File: config.mk
export PLATFORM = sky130hd
export DESIGN_NAME = memory_arbiter
export DESIGN_NICKNAME = d
export VERILOG_FILES = /design/src/rtl/cpu_types_pkg.sv /design/src/rtl/mem_watchdog.sv /design/src/rtl/memory_arbiter.sv
export SDC_FILE = /design/constraint.sdc
export NUM_CORES = 1
export LEC_CHECK = 0
export CAP_MARGIN = 15
export CORE_AREA = 3 3 102 104
export DETAILED_ROUTE_END_ITERATION = 7
export DIE_AREA = 0 0 105 107
export GPL_TIMING_DRIVEN = 0
export PLACE_DENSITY = 0.73
export SYNTH_ARGS = -nofsm -noshare
export SYNTH_HDL_FRONTEND = slang
export SYNTH_SLANG_ARGS = --single-unit
File: constraint.sdc
create_clock -name CLK -period 1.85 [get_ports CLK]
set_input_delay 0.4625 -clock CLK [delete_from_list [all_inputs] [get_ports CLK]]
set_output_delay 0.4625 -clock CLK [all_outputs]
set_load 0.03 [all_outputs]
File: src/rtl/cpu_types_pkg.sv
`default_nettype none
// ============================================================================
// Module   : cpu_types_pkg
// Brief    : Shared CPU/memory types used by the memory arbiter.
// Revision : 1.0 - initial release
// ============================================================================
package cpu_types_pkg;

  typedef logic [31:0] word_t;

  typedef enum logic [1:0] {
    FREE   = 2'd0,
    BUSY   = 2'd1,
    ACCESS = 2'd2,
    ERROR  = 2'd3
  } ramstate_t;

  typedef enum logic [1:0] {
    IDLE = 2'd0,
    DGNT = 2'd1,
    IGNT = 2'd2,
    ERR  = 2'd3
  } memarb_state_t;

endpackage
`default_nettype wire

File: src/rtl/mem_watchdog.sv
`default_nettype none
// ============================================================================
// Module   : mem_watchdog
// Brief    : Grant-wait counter; flags expiry on the TIMEOUT-th counted cycle.
// Revision : 1.0 - initial release
// ============================================================================
module mem_watchdog #(
  parameter int TIMEOUT = 16,
  parameter int WIDTH   = $clog2(TIMEOUT + 1)
) (
  input  logic clk,
  input  logic rst_n,
  input  logic clear,
  input  logic en,
  output logic expired
);

  localparam logic [WIDTH-1:0] LAST = WIDTH'(TIMEOUT - 1);

  logic [WIDTH-1:0] count;

  always_ff @(posedge clk or negedge rst_n) begin
    if (!rst_n) begin
      count <= '0;
    end else if (clear) begin
      count <= '0;
    end else if (en && (count != LAST)) begin
      count <= count + 1'b1;
    end
  end

  // count holds the cycles already spent, so the current cycle is count+1
  assign expired = en && (count >= LAST);

endmodule
`default_nettype wire

File: src/rtl/memory_arbiter.sv
`default_nettype none
// ============================================================================
// Module   : memory_arbiter
// Brief    : Single-port RAM arbiter, data-priority with bounded run, watchdog.
// Revision : 1.0 - initial release
// ============================================================================
module memory_arbiter
  import cpu_types_pkg::*;
#(
  parameter int TIMEOUT   = 16,
  parameter int MAX_D_RUN = 4
) (
  input  logic      CLK,
  input  logic      nRST,
  input  logic      iREN,
  input  word_t     iaddr,
  output word_t     iload,
  output logic      ihit,
  input  logic      dREN,
  input  logic      dWEN,
  input  word_t     daddr,
  input  word_t     dstore,
  output word_t     dload,
  output logic      dhit,
  output logic      ramREN,
  output logic      ramWEN,
  output word_t     ramaddr,
  output word_t     ramstore,
  input  word_t     ramload,
  input  ramstate_t ramstate,
  output logic      memerr
);

  localparam int DRUN_W = ($clog2(MAX_D_RUN + 1) < 3) ? 3 : $clog2(MAX_D_RUN + 1);
  localparam logic [DRUN_W-1:0] DRUN_MAX = DRUN_W'(MAX_D_RUN);

  memarb_state_t     state;
  logic [DRUN_W-1:0] drun;

  logic d_req, d_read, in_grant, gnt_req, access, fault, leave;
  logic go_d, go_i, wd_clear, wd_expired;

  always_comb begin
    d_req    = dREN | dWEN;
    d_read   = dREN & ~dWEN;
    in_grant = (state == DGNT) || (state == IGNT);
    gnt_req  = (state == DGNT) ? d_req : ((state == IGNT) ? iREN : 1'b0);
    access   = in_grant && (ramstate == ACCESS) && gnt_req;
    // ERROR beats withdrawal; ACCESS beats timeout
    fault    = in_grant && ((ramstate == ERROR) || (wd_expired && gnt_req && !access));
    leave    = in_grant && (fault || access || !gnt_req);
    go_d     = (state == IDLE) && d_req && !(iREN && (drun == DRUN_MAX));
    go_i     = (state == IDLE) && !go_d && iREN;
    wd_clear = !in_grant || leave;
  end

  mem_watchdog #(
    .TIMEOUT (TIMEOUT)
  ) u_watchdog (
    .clk     (CLK),
    .rst_n   (nRST),
    .clear   (wd_clear),
    .en      (in_grant),
    .expired (wd_expired)
  );

  always_comb begin
    iload    = '0;
    dload    = '0;
    ihit     = 1'b0;
    dhit     = 1'b0;
    ramREN   = 1'b0;
    ramWEN   = 1'b0;
    ramaddr  = '0;
    ramstore = '0;
    case (state)
      DGNT: begin
        ramaddr  = daddr;
        ramstore = dstore;
        ramWEN   = dWEN;
        ramREN   = d_read;
        dhit     = access;
        dload    = (access && d_read) ? ramload : '0;
      end
      IGNT: begin
        ramaddr = iaddr;
        ramREN  = iREN;
        ihit    = access;
        iload   = access ? ramload : '0;
      end
      default: ;
    endcase
  end

  always_ff @(posedge CLK or negedge nRST) begin
    if (!nRST) begin
      state  <= IDLE;
      drun   <= '0;
      memerr <= 1'b0;
    end else begin
      if (!iREN || go_i) begin
        drun <= '0;
      end else if (go_d && (drun != '1)) begin
        drun <= drun + 1'b1;
      end

      case (state)
        IDLE: begin
          if (go_d) begin
            state <= DGNT;
          end else if (go_i) begin
            state <= IGNT;
          end
        end
        DGNT, IGNT: begin
          if (fault) begin
            state  <= ERR;
            memerr <= 1'b1;
          end else if (leave) begin
            state <= IDLE;
          end
        end
        ERR: begin
          memerr <= 1'b1;
        end
        default: state <= IDLE;
      endcase
    end
  end

endmodule
`default_nettype wire
== Word-level counts from Yosys, hierarchy flattened ==
Cells that the tools add are included.

* Register bits: 11
* Latch bits: 0
* Bits in writable memories: 0
* Memory bits (read-only): 0
* Output and inout bits: 133
* Memories: 0

* $add $sub $neg: 2
* $mul: 0
* Divide/modulo/power cells: 0
* Magnitude comparators: 1
* Eq/ne operators: 11
* Shifts and indexed selects: 0
* Muxes and demuxes: 23
* Bitwise logic cells: 3
* Reductions and logical operators: 35

{| class="wikitable"
|+ Operator list
! kind !! number
|-
| $mux W32 || 5
|-
| $pmux W32 S2 || 1
|-
| $logic_and A1 B1 Y1 || 15
|-
| $mux W5 || 2
|-
| $ne A3 B3 Y1 const B || 3
|-
| $eq A2 B2 Y1 const B || 4
|-
| $mux W2 || 4
|-
| $reduce_bool A2 Y1 || 4
|-
| $logic_not A1 Y1 || 6
|-
| $logic_or A1 B1 Y1 || 6
|-
| $mux W1 || 6
|-
| $mux W3 || 2
|-
| $add A5 B1 Y5 const B || 1
|-
| $ge A5 B4 Y1 const B || 1
|-
| $ne A5 B4 Y1 const B || 1
|-
| $pmux W1 S2 || 2
|-
| $pmux W2 S2 || 1
|-
| $add A3 B1 Y3 const B || 1
|-
| $eq A3 B3 Y1 const B || 1
|-
| $reduce_and A3 Y1 || 1
|-
| $eq A2 B1 Y1 const B || 1
|-
| $logic_not A2 Y1 || 1
|-
| $ne A2 B2 Y1 const B || 1
|-
| $reduce_and A2 Y1 || 1
|-
| other kinds (4) || 4
|}

== Depth between registers and ports, before layout ==
* Word-level depth: 14
* Mapped depth: 8
* Depth with buffers taken out: 7

== Modules after synthesis ==
Synthesis repeated with hierarchy kept, for this count alone.

* Cells, all modules: 272
* Area, all modules: 2009.4 um^2

{| class="wikitable"
|+ By module, submodules not included
! module !! instances !! cells each !! area each (um^2)
|-
| memory_arbiter || 1 || 246 || 1722.9
|-
| mem_watchdog || 1 || 26 || 286.5
|}

== Least setup slack after synthesis ==
OpenSTA, ideal clock, no wires.

* Path kind: register -> output
* Start: register state[0]
* End: output port iload[22]
* Arrival: 1746 ps
* Data required time: 1387 ps
* Slack: -358 ps
* Stages on the path, launching flop included: 7
* Buffers on the path: 1
* Cell sequence: dfrtp_1 -> inv_1 -> ha_1 -> nand3b_1 -> a211oi_4 -> buf_6 -> and2_1

* Longest elaborated chain between the ends: 6
* Elaborated cells on any way between the ends: 9
* Those cells by class: eq/ne: 2; mux: 4; reduce/logical: 3

{| class="wikitable"
|+ RTL lines
! what !! line !! RTL
|-
| start: declaration || memory_arbiter.sv:37 || <nowiki>memarb_state_t state;</nowiki>
|-
| start signal: assignment || memory_arbiter.sv:97 || <nowiki>state <= IDLE;</nowiki>
|-
| start signal: assignment || memory_arbiter.sv:110 || <nowiki>state <= DGNT;</nowiki>
|-
| start signal: assignment || memory_arbiter.sv:112 || <nowiki>state <= IGNT;</nowiki>
|-
| $eq A2 B2 Y1 / $eq A2 B1 Y1 (equally long branches) || memory_arbiter.sv:46, memory_arbiter.sv:47, memory_arbiter.sv:76 ||
|-
| $mux W1 / $logic_or A1 B1 Y1 (equally long branches) || memory_arbiter.sv:47, memory_arbiter.sv:46 ||
|-
| $mux W1 / $logic_and A1 B1 Y1 (equally long branches) || memory_arbiter.sv:47, memory_arbiter.sv:48 ||
|-
| $logic_and A1 B1 Y1 || memory_arbiter.sv:48 || <nowiki>access = in_grant && (ramstate == ACCESS) && gnt_req;</nowiki>
|-
| $mux W32 || memory_arbiter.sv:89 || <nowiki>iload = access ? ramload : '0;</nowiki>
|-
| $mux W32 * || memory_arbiter.sv:76 || <nowiki>case (state)</nowiki>
|-
| end: declaration || memory_arbiter.sv:17 || <nowiki>output word_t iload,</nowiki>
|}

Mark *: on every way between the ends. The rest lies on a longest branch, timed or not.

== Worst setup path after layout ==
* Start: register state[1]
* End: output port dload[25]

* Longest elaborated chain between the ends: 7
* Elaborated cells on any way between the ends: 10
* Those cells by class: eq/ne: 2; mux: 4; reduce/logical: 4

{| class="wikitable"
|+ RTL lines
! what !! line !! RTL
|-
| $eq A2 B2 Y1 / $eq A2 B1 Y1 (equally long branches) || memory_arbiter.sv:46, memory_arbiter.sv:47, memory_arbiter.sv:76 ||
|-
| $mux W1 / $logic_or A1 B1 Y1 (equally long branches) || memory_arbiter.sv:47, memory_arbiter.sv:46 ||
|-
| $mux W1 / $logic_and A1 B1 Y1 (equally long branches) || memory_arbiter.sv:47, memory_arbiter.sv:48 ||
|-
| $logic_and A1 B1 Y1 || memory_arbiter.sv:48 ||
|-
| $logic_and A1 B1 Y1 || memory_arbiter.sv:83 || <nowiki>dload = (access && d_read) ? ramload : '0;</nowiki>
|-
| $mux W32 || memory_arbiter.sv:83 ||
|-
| $mux W32 * || memory_arbiter.sv:76 ||
|-
| end: declaration || memory_arbiter.sv:23 || <nowiki>output word_t dload,</nowiki>
|}

Marked as above.

==> summary.md <==
| Metric | Value |
|---|---|
| Vias in the first global route | 3096 |
| Pwr Density | 1060 mW/mm^2 |
| Worst reg2reg path startpoint | u_watchdog.count[0]$_DFFE_PN0P_ |
| Average size of a mapped cell | 7.12 um^2 |
| Final Power | 6210 uW |
| Post-DRT Antenna Nets | 0 |
| DP Wirelength | 10.2 mm |
| Fillers | 838 |
| Clock root cell | clkbuf_8 |
| Gr ovfl total | 0 |
| Final Cycle Share | 132% |
| Slew Limit Fails | 0 |
| DRT Wirelength | 12.6 mm |
| Simple logic cell fraction of the synthesized area | 47.4% |
| Detailed Routing Iterations Pass 1 | 5 |
| Hold path depth | 1 |
| DR iter-0 viols | 176 |
| Violated checks | negative setup slack |
| Synth Register Bits | 11 |
| Core Box Area | 0.00964 mm^2 |
| Setup Skew | 2.94 ps |
| Synth Area in Compound Gates | 19.9% |
| Tightest Hold Check Type | flop to flop |
| Final std cells w/o fill | 690 |
| Sink Count | 11 |
| Final Core Density | 60.9% |
| First-pass GRT wire length | 18.1 mm |
| Register area share after synthesis | 14.8% |
| CTS Buf Count | 3 |
| CP cell instances | inv_2 -> ha_4 -> nand3b_1 -> buf_4 -> nor2_4 -> clkbuf_8 -> and2_2 -> buf_6 |
| Fin. Hold Viols | 0 |
| Site Rows | 36 |
| Worst path arrival time | 1990 ps |
| Via Count | 2999 |
| Worst Path Required | 1390 ps |
| Wire per inst | 18.2 um |
| Final min period | 2450 ps |
| Die area | 0.0112 mm^2 |
| Worst slew margin | 66.4% |
| Top Family by Delay on Critical Path | buffers and inverters |
| Synth warn | 0 |
| Die W | 105 um |
| Async SR Flop Fraction | 100% |
| Multi-input gate area | 0.00196 mm^2 |
| CTS Buffer Depth | 2 |
| RSZ-0062 raised after global routing | yes |
| Final hold slack | 493 ps |
| XOR/XNOR Fraction of Synth Area | 1.88% |
| Main flop type after synthesis | dfrtp_1 |
| Area Growth Syn to Fin | 214% |
| EDFF count, synth | 0 |
| Hold_sp | memerr$_DFFE_PN0P_ |
| Share of layout cells above drive strength 1 | 64.6% |
| Crit Path Class | flop to output port |
| Multiplexer share of the synthesized area | 2.68% |
| Max Cap Viol | 0 |
| Critical Path Source Type | flop |
| Clk slew on worst S/H paths | 50 ps |
| Hold path endpoint | memerr$_DFFE_PN0P_ |
| Total track usage | 20.4% |
| Leak | 0.00255 uW |
| GPL Wtd Cong | 0.874 |
| Worst setup EP type | output port |
| Synth Area in Adders | 6.04% |
| Mapped Nets | 406 |
| Crit-path slowest cell | dfrtp_1 |
| Cell accounting for the most synthesized area | and2_1 |
| Die H | 107 um |
| Fin nets | 702 |
| Via density | 4.35 |
| Total placed cells including tap cells | 662 |
| Clock latency on the worst-skew pair | 240 ps |
| R2R depth | 7 |
| Fin worst setup slack | -601 ps |
| Slew @ Worst Pin | 503 ps |
| Port Buffers | 267 |
| Critical Path Fanout Max | 10 |
| Synth unique cells | 37 |
| Synth Instances | 262 |
| Max frequency | 408 MHz |
| H-tree depth | 1 |
| Initial Util | 19.4% |
| Residual DRC | 0 |
| Yosys top cell area share | 32.5% |
| Buf+Inv Stages, Crit Path | 4 |
| Reg area | 275 um^2 |
| Total negative slack | -56620 ps |
| CP max stage delay | 360 ps |
| Peak VDD IR | 0.933 mV |
| IO Count | 268 |
| Area contributors post-synth | and2_1, dfrtp_1, a22oi_1 |
| Internal reg-to-reg setup slack | 110 ps |
| Final setup fails | 132 |
| CTS tree | yes |
| FF-to-FF End | u_watchdog.count[4]$_DFFE_PN0P_ |
| Largest net degree at the start of global routing | 12 |
| Initial antenna violation count | 0 |
| Status | finished with violations |
| Hold buffer count at CTS | 0 |
| Antenna diode count | 0 |
| Main combinational cell family by area after synthesis | simple AND/OR/NAND/NOR gates |
| Post-Synthesis Cell Area | 0.00187 mm^2 |
==> worst max-delay path by stage <==
stage,slack (ps),to,cells past startpoint,startpoint
final,-600,dload[25],8,state[1]$_DFFE_PN0P_
after global routing,-710,dload[5],8,state[1]$_DFFE_PN0P_
after CTS,-610,iload[24],8,state[1]$_DFFE_PN0P_
after floorplan,-200,iload[22],7,state[0]$_DFFE_PN0P_
after global placement,-1400,dload[30],6,dWEN
after detailed placement,-1450,dload[30],6,dWEN
==> registers in the layout, summed over array words and instances (netlist names) <==
signal / count
drun: 3
memerr: 1
state: 2
u_watchdog.count: 5
==> cell usage in the layout, fill, tap and decap left out, types with 4 or more instances in the layout <==
| cell type | instances |
|---|---|
| a22oi_2 | 32 |
| clkdlybuf4s50_1 | 132 |
| and2_2 | 65 |
| ha_1 | 5 |
| buf_4 | 29 |
| mux2i_1 | 5 |
| and2_4 | 33 |
| dfrtp_1 | 11 |
| nor2_4 | 7 |
| nor2_1 | 8 |
| inv_1 | 5 |
| nor2_2 | 27 |
| buf_8 | 4 |
| buf_12 | 7 |
| clkbuf_16 | 4 |
| clkbuf_8 | 10 |
| buf_6 | 125 |
==> metal layers <==
metal,track usage [%],vias up,share of wire [%],routed length (um)
met3,4.27,8,5.6,705
met1,22.7,1418,38,4780
met2,40.2,105,55,6960
met4,2.91,0,0.95,120
met5,0,-,0,0
li1,-,1468,-,-
==> metrics by stage <==
step                      instance area, um^2  setup WS [ps]
after detailed placement                 5000          -1450
after CTS                                5520           -612
after global placement                   5000          -1400
final                                    5870           -601
after floorplan                          2160           -200
after global routing                     5870           -709
==> what timing repair did <==
action	CTS	global route
endpoints found under the setup margin	140	140
buffers inserted	10	12
pin swaps	14	12
gates resized for setup	955	90
cloned	1	3
==> power by group <==
group	internal [uW]	switching (uW)	leakage [uW]
clock network	152	94.0	0.0000228
registers	282	29.3	0.000144
logic	2720	2940	0.00238
==> Yosys cell counts, types with 2 or more instances <==
cell type	number
and2_2	3
a21oi_1	2
xnor2_1	2
buf_2	4
inv_1	7
nand3b_1	2
and2_1	97
dfrtp_1	11
xor2_1	2
buf_1	3
mux2i_1	5
ha_1	9
nand2_1	2
a22oi_1	32
nand3_1	2
o21ai_2	2
o22ai_1	3
nor2_1	42
and3_1	2
clkbuf_1	11
buf_6	3
==> cell families after synthesis <==
kind of cell	Yosys count
AO/OA/AOI/OAI	48
XOR/XNOR	4
adder cells (fa/ha/maj)	9
buffers and inverters	29
flip-flops	11
multiplexers	5
AND/OR/NAND/NOR	156
==> final cells by class <==
| type | count | area share [%] |
|---|---|---|
| timing repair buffer | 293 | 52.4 |
| multi-input combinational | 222 | 33.5 |
| tap | 133 | 2.84 |
| inverter | 8 | 0.640 |
| buffer | 19 | 5.20 |
| sequential | 11 | 4.69 |
| clock buffer | 4 | 0.768 |
Power figures use the tool's default switching activity.
